$ cat src/rtl/nanodac_arbiter.sv
// nanodac_arbiter
// Shares the nanoDAC SPI frame path between a periodic pixel requester and a
// low-rate configuration requester. Pixel traffic wins by default, but a
// pending configuration word is forced through after MAX_DEFER pixel grants.
//
// state        | meaning
// -------------+-----------------------------------------------------------
// ST_IDLE      | arbitrate between pending slots, load spi_data on a grant
// ST_ISSUE     | spi_ena high for this single cycle
// ST_WAIT_BUSY | wait for the SPI master to raise busy, bounded by BUSY_TO
// ST_WAIT_DONE | wait for busy to fall, then ack the granted requester
// ST_SETTLE    | SETTLE idle cycles before the next grant
module nanodac_arbiter #(
    parameter int MAX_DEFER = 4,
    parameter int SETTLE    = 2,
    parameter int BUSY_TO   = 8
) (
    input  logic        sys_clk,
    input  logic        rst,
    input  logic        pix_req,
    input  logic [15:0] pix_data,
    output logic        pix_ack,
    output logic        pix_drop,
    output logic [7:0]  drop_count,
    input  logic        cfg_req,
    input  logic [3:0]  cfg_cmd,
    input  logic [15:0] cfg_data,
    output logic        cfg_ack,
    output logic [23:0] spi_data,
    output logic        spi_ena,
    input  logic        spi_busy,
    output logic        err
);

    localparam int TMR_MAX = (BUSY_TO > SETTLE) ? BUSY_TO : ((SETTLE > 1) ? SETTLE : 1);
    localparam int TMR_W   = $clog2(TMR_MAX + 1);
    localparam int DEF_W   = $clog2(MAX_DEFER + 1);

    // The shared timer is a down-counter; ISSUE counts as the first busy-wait
    // cycle so that the timeout lands exactly BUSY_TO cycles after spi_ena.
    localparam logic [TMR_W-1:0] BUSY_LOAD   = TMR_W'((BUSY_TO > 0) ? BUSY_TO - 1 : 0);
    localparam logic [TMR_W-1:0] SETTLE_LOAD = TMR_W'((SETTLE > 0) ? SETTLE - 1 : 0);
    localparam logic [DEF_W-1:0] DEFER_MAX   = DEF_W'(MAX_DEFER);

    typedef enum logic [2:0] {
        ST_IDLE,
        ST_ISSUE,
        ST_WAIT_BUSY,
        ST_WAIT_DONE,
        ST_SETTLE
    } state_t;

    state_t             state;
    logic [TMR_W-1:0]   tmr;
    logic               owner_cfg;

    logic               pix_vld;
    logic [15:0]        pix_buf;
    logic               cfg_vld;
    logic [3:0]         cfg_cmd_buf;
    logic [15:0]        cfg_data_buf;
    logic [DEF_W-1:0]   defer;

    logic               gnt_cfg;
    logic               gnt_pix;

    // Arbitration: config goes first when the pixel side has had its quota
    // or has nothing to send.
    always_comb begin
        gnt_cfg = 1'b0;
        gnt_pix = 1'b0;
        if (state == ST_IDLE) begin
            gnt_cfg = cfg_vld && ((defer == DEFER_MAX) || !pix_vld);
            gnt_pix = pix_vld && !gnt_cfg;
        end
    end

    // spi_ena is a pure state decode so it can never glitch or stretch.
    assign spi_ena = (state == ST_ISSUE);

    // Pixel slot: a new request overwrites, counted as a drop unless the old
    // word is leaving through a grant in the same cycle.
    always_ff @(posedge sys_clk or posedge rst) begin
        if (rst) begin
            pix_vld    <= 1'b0;
            pix_buf    <= '0;
            pix_drop   <= 1'b0;
            drop_count <= '0;
        end else begin
            pix_drop <= pix_req && pix_vld && !gnt_pix;
            if (pix_req && pix_vld && !gnt_pix && (drop_count != 8'hFF)) begin
                drop_count <= drop_count + 8'd1;
            end
            if (pix_req) begin
                pix_vld <= 1'b1;
                pix_buf <= pix_data;
            end else if (gnt_pix) begin
                pix_vld <= 1'b0;
            end
        end
    end

    // Config slot and its deferral counter; requests into a full slot are lost.
    always_ff @(posedge sys_clk or posedge rst) begin
        if (rst) begin
            cfg_vld      <= 1'b0;
            cfg_cmd_buf  <= '0;
            cfg_data_buf <= '0;
            defer        <= '0;
        end else begin
            if (cfg_req && !cfg_vld) begin
                cfg_vld      <= 1'b1;
                cfg_cmd_buf  <= cfg_cmd;
                cfg_data_buf <= cfg_data;
            end else if (gnt_cfg) begin
                cfg_vld <= 1'b0;
            end
            if (!cfg_vld || gnt_cfg) begin
                defer <= '0;
            end else if (gnt_pix) begin
                defer <= defer + DEF_W'(1);
            end
        end
    end

    // Frame sequencer with registered frame, acks and sticky timeout flag.
    always_ff @(posedge sys_clk or posedge rst) begin
        if (rst) begin
            state     <= ST_IDLE;
            tmr       <= '0;
            owner_cfg <= 1'b0;
            spi_data  <= '0;
            pix_ack   <= 1'b0;
            cfg_ack   <= 1'b0;
            err       <= 1'b0;
        end else begin
            pix_ack <= 1'b0;
            cfg_ack <= 1'b0;
            case (state)
                ST_IDLE: begin
                    if (gnt_cfg) begin
                        spi_data  <= {cfg_cmd_buf, cfg_data_buf, 4'b0000};
                        owner_cfg <= 1'b1;
                        tmr       <= BUSY_LOAD;
                        state     <= ST_ISSUE;
                    end else if (gnt_pix) begin
                        spi_data  <= {4'b0011, pix_buf, 4'b0000};
                        owner_cfg <= 1'b0;
                        tmr       <= BUSY_LOAD;
                        state     <= ST_ISSUE;
                    end
                end
                ST_ISSUE: begin
                    if (tmr != '0) begin
                        tmr <= tmr - TMR_W'(1);
                    end
                    state <= ST_WAIT_BUSY;
                end
                ST_WAIT_BUSY: begin
                    if (spi_busy) begin
                        state <= ST_WAIT_DONE;
                    end else if (tmr == '0) begin
                        err <= 1'b1;
                        if (SETTLE == 0) begin
                            state <= ST_IDLE;
                        end else begin
                            tmr   <= SETTLE_LOAD;
                            state <= ST_SETTLE;
                        end
                    end else begin
                        tmr <= tmr - TMR_W'(1);
                    end
                end
                ST_WAIT_DONE: begin
                    if (!spi_busy) begin
                        pix_ack <= !owner_cfg;
                        cfg_ack <= owner_cfg;
                        if (SETTLE == 0) begin
                            state <= ST_IDLE;
                        end else begin
                            tmr   <= SETTLE_LOAD;
                            state <= ST_SETTLE;
                        end
                    end
                end
                ST_SETTLE: begin
                    if (tmr == '0) begin
                        state <= ST_IDLE;
                    end else begin
                        tmr <= tmr - TMR_W'(1);
                    end
                end
                default: state <= ST_IDLE;
            endcase
        end
    end

endmodule

$ cat config.mk
export PLATFORM = sky130hd
export DESIGN_NAME = nanodac_arbiter
export DESIGN_NICKNAME = d
export VERILOG_FILES = /design/src/rtl/nanodac_arbiter.sv
export SDC_FILE = /design/constraint.sdc
export NUM_CORES = 1
export LEC_CHECK = 0
export ABC_AREA = 1
export CELL_PAD_IN_SITES_DETAIL_PLACEMENT = 1
export CELL_PAD_IN_SITES_GLOBAL_PLACEMENT = 1
export CORE_UTILIZATION = 38
export DETAILED_ROUTE_END_ITERATION = 7
export PLACE_DENSITY = 0.91
export REMOVE_ABC_BUFFERS = 1
export SYNTH_ARGS = -nofsm -noshare
export SYNTH_HDL_FRONTEND = slang
export SYNTH_SLANG_ARGS = --single-unit
$ cat constraint.sdc
create_clock -name sys_clk -period 3.6 [get_ports sys_clk]
set_input_delay 0.72 -clock sys_clk [delete_from_list [all_inputs] [get_ports sys_clk]]
set_output_delay 0.72 -clock sys_clk [all_outputs]
set_load 0.01 [all_outputs]
==> results.cfg <==
[run_status]
status = completed

[final_layout]
area_growth_pct = 27.08
fillers = 1187
layout.nets = 580
drive_gt1_frac = 0.07050
finish.utilization = 0.4980
fin_area_um2 = 4867
diodes = 0
layout_commonest_cell = nand2_1
final_cell_mix = 146 x nand2_1, 81 x dfrtp_1, 73 x clkdlybuf4s50_1, 61 x inv_1, 41 x nand3_1

[drt]
first_pass_iters = 4
drt-total-wl_mm = 10.18
num_vias = 3269
drc = 0
wl_per_cell_um = 15.15
first_iter_violations = 131
viasPerCell = 4.865
postRouteAntennaNets = 0

[yosys]
syn_inst = 460
synth_top_area_share = 0.5292
yosysSeqAreaShare = 0.5292
synth.area.top_cells = dfrtp_1 53%, nand2_1 14%, inv_1 6.1%, nand3_1 5.4%, nor2_1 2.9%
netlist_area_um2 = 3830
avgSynthCellArea_um2 = 8.326
synth.largest_area_cell = dfrtp_1
synth.distinct_cells = 32
synth.ff_latch_count = 81
ys_warn_count = 0

[clock_network]
post_cts_buffers = 0
hold_buffers = 0
cts_tree = yes
clk_latency_ns = 0.37
numClockSinks = 81
cts_buffers = 9
ctsRootBufferMaster = clkbuf_8
ctsResizeCount = 0
cts_max_path_buffers = 2
htree_levels = 3
clkSlewWorstSetupHoldPaths_ns = 0.09

[timing]
worst_pin_slew_ns = 0.9640
slew_viol_final = 0
finalHoldViolCount = 0
fin_worst_skew_ns = 0.01372
finalSetupTns_ns = 0
setup_viol = 0
fin_crit_sh = 0.6922
max_freq_ghz = 0.4013
slew_headroom = 0.3558
fin_crit_ns = 2.492
rsz0062_at_grt = no

[die]
rows = 36
die_area_um2 = 10480
start_util = 0.3918
io_pins = 78
dieHeight_um = 102.4
coreArea_um2 = 9774
die_x_um = 102.4

[global_route]
antenna_found_initial = 0
overflow = 0
grt_max_degree = 82
grt_pass1_wl_mm = 17.06
grt_pass1_vias = 3598
grt_use_total = 0.2143

[placed_design]
hpwl_mm = 7.257
finalWeightedCongestion = 0.8370
postPlaceCellArea_um2 = 4672
numPortBuffers = 73

[min_path]
hp-class = reg2reg
hold_end = spi_data[23]$_DFFE_PP0P_
hold_depth = 2
hp-start = spi_data[23]$_DFFE_PP0P_

[setup_path]
crit_path_max_fanout = 6
r2r_cells = 5
cp_data_arrival_time_ns = 1.77
crit_start = state[0]$_DFFE_PP0P_
required_ns = 2.88
r2r_slack_ns = 1.69
r2r-end = cfg_data_buf[0]$_DFFE_PP0P_
path_class = reg2out
worstSetupStartpointType = flop
crit_path_end_kind = primary output
rr_startpoint = cfg_vld$_DFFE_PP0P_

[pwr]
ir_drop_uv = 263.3
power_density_nw_per_um2 = 790.0
p_leak_nw = 2.474

[flow_run]
maxCapViolCount = 0
[how the worst max path moves through the flow]
stage	end	slack [ns]
6_report	spi_ena	1.11
5_1_grt	spi_ena	1.05
4_1_cts	spi_ena	1.11
3_5_place_dp	cfg_data_buf[8]$_DFFE_PP0P_	1.16
3_3_place_gp	cfg_data_buf[8]$_DFFE_PP0P_	1.22
2_1_floorplan	cfg_ack$_DFF_PP0_	0.80
[metrics by stage]
step | setup WS [ns] | hold slack (ns) | power, mW | instances
4_1_cts | 1.108 | 0.4934 | 3.881 | 672
6_report | 1.108 | 0.4873 | 3.845 | 672
5_1_grt | 1.050 | 0.5130 | 4.146 | 672
3_3_place_gp | 1.219 | 0.4322 | 3.061 | 656
3_5_place_dp | 1.161 | 0.4542 | 3.195 | 656
2_1_floorplan | 0.7999 | 0.4089 | 2.483 | 447
[cells by family (layout without fill, tap and decap cells)]
group | Yosys count | after routing | share of synthesized area
xor+xnor | 7 | 7 | 0.01601
simple gates | 234 | 234 | 0.2682
mux | 3 | 3 | 0.008820
flops | 81 | 81 | 0.5292
fa+ha+maj | 5 | 5 | 0.01633
buf+inv | 82 | 158 | 0.09408
compound gates | 47 | 47 | 0.06632
other cells | 1 | 4 | 0.0009791
[state kept, by name (all words and copies together), names as in the netlist]
name          flops
drop_count        8
cfg_ack           1
pix_ack           1
tmr               4
state             3
pix_vld           1
pix_drop          1
err               1
cfg_cmd_buf       4
spi_data         20
defer             3
cfg_vld           1
cfg_data_buf     16
owner_cfg         1
pix_buf          16
[cell type report]
type / count / area [um^2] / area share
sequential: 81 / 2027 / 0.4165
clock buffer: 10 / 127.6 / 0.02622
tap: 133 / 166.4 / 0.03419
timing repair buffer: 76 / 765.7 / 0.1573
clock inverter: 6 / 67.56 / 0.01388
multi-input combinational: 300 / 1454 / 0.2987
inverter: 66 / 259.0 / 0.05321
[cells in the mapped netlist]
master and number:
nand2_1 146, dfrtp_1 81, inv_1 62, nand3_1 41, nor2_1 30, o21ai_0 22, a21oi_1 20, xor2_1 6
ha_1 5, buf_2 4, buf_4 4, clkbuf_1 4, buf_6 3, mux2_2 3, nand4_1 3, nor2_2 3
inv_4 2, nand2_4 2, nand2_8 2, nor2_4 2, nor3_1 2, o21bai_1 2, o22ai_1 2, a21oi_4 1
buf_1 1, conb_1 1, inv_2 1, inv_6 1, nand3_2 1, nand3b_1 1, nand3b_2 1, xnor2_1 1
[power breakdown]
part	internal (mW)	total [mW]	switching, mW
sequential	1.23	1.45	0.213
clock	0.323	0.669	0.346
combinational	0.680	1.73	1.05
[routing by layer]
metal / track usage / wire length, um / vias up
li1: - / - / 1562
met1: 0.2484 / 4393 / 1616
met2: 0.3851 / 5235 / 75
met3: 0.04583 / 418 / 16
met4: 0.08462 / 134 / 0
met5: 0 / 0 / -
[worst max-delay path: stages, from the launching register on]
cell	delay (ns)
dfrtp_1	0.53
nand3_1	0.18
inv_1	0.15
clkdlybuf4s50_1	0.55
Power figures use the tool's default switching activity.
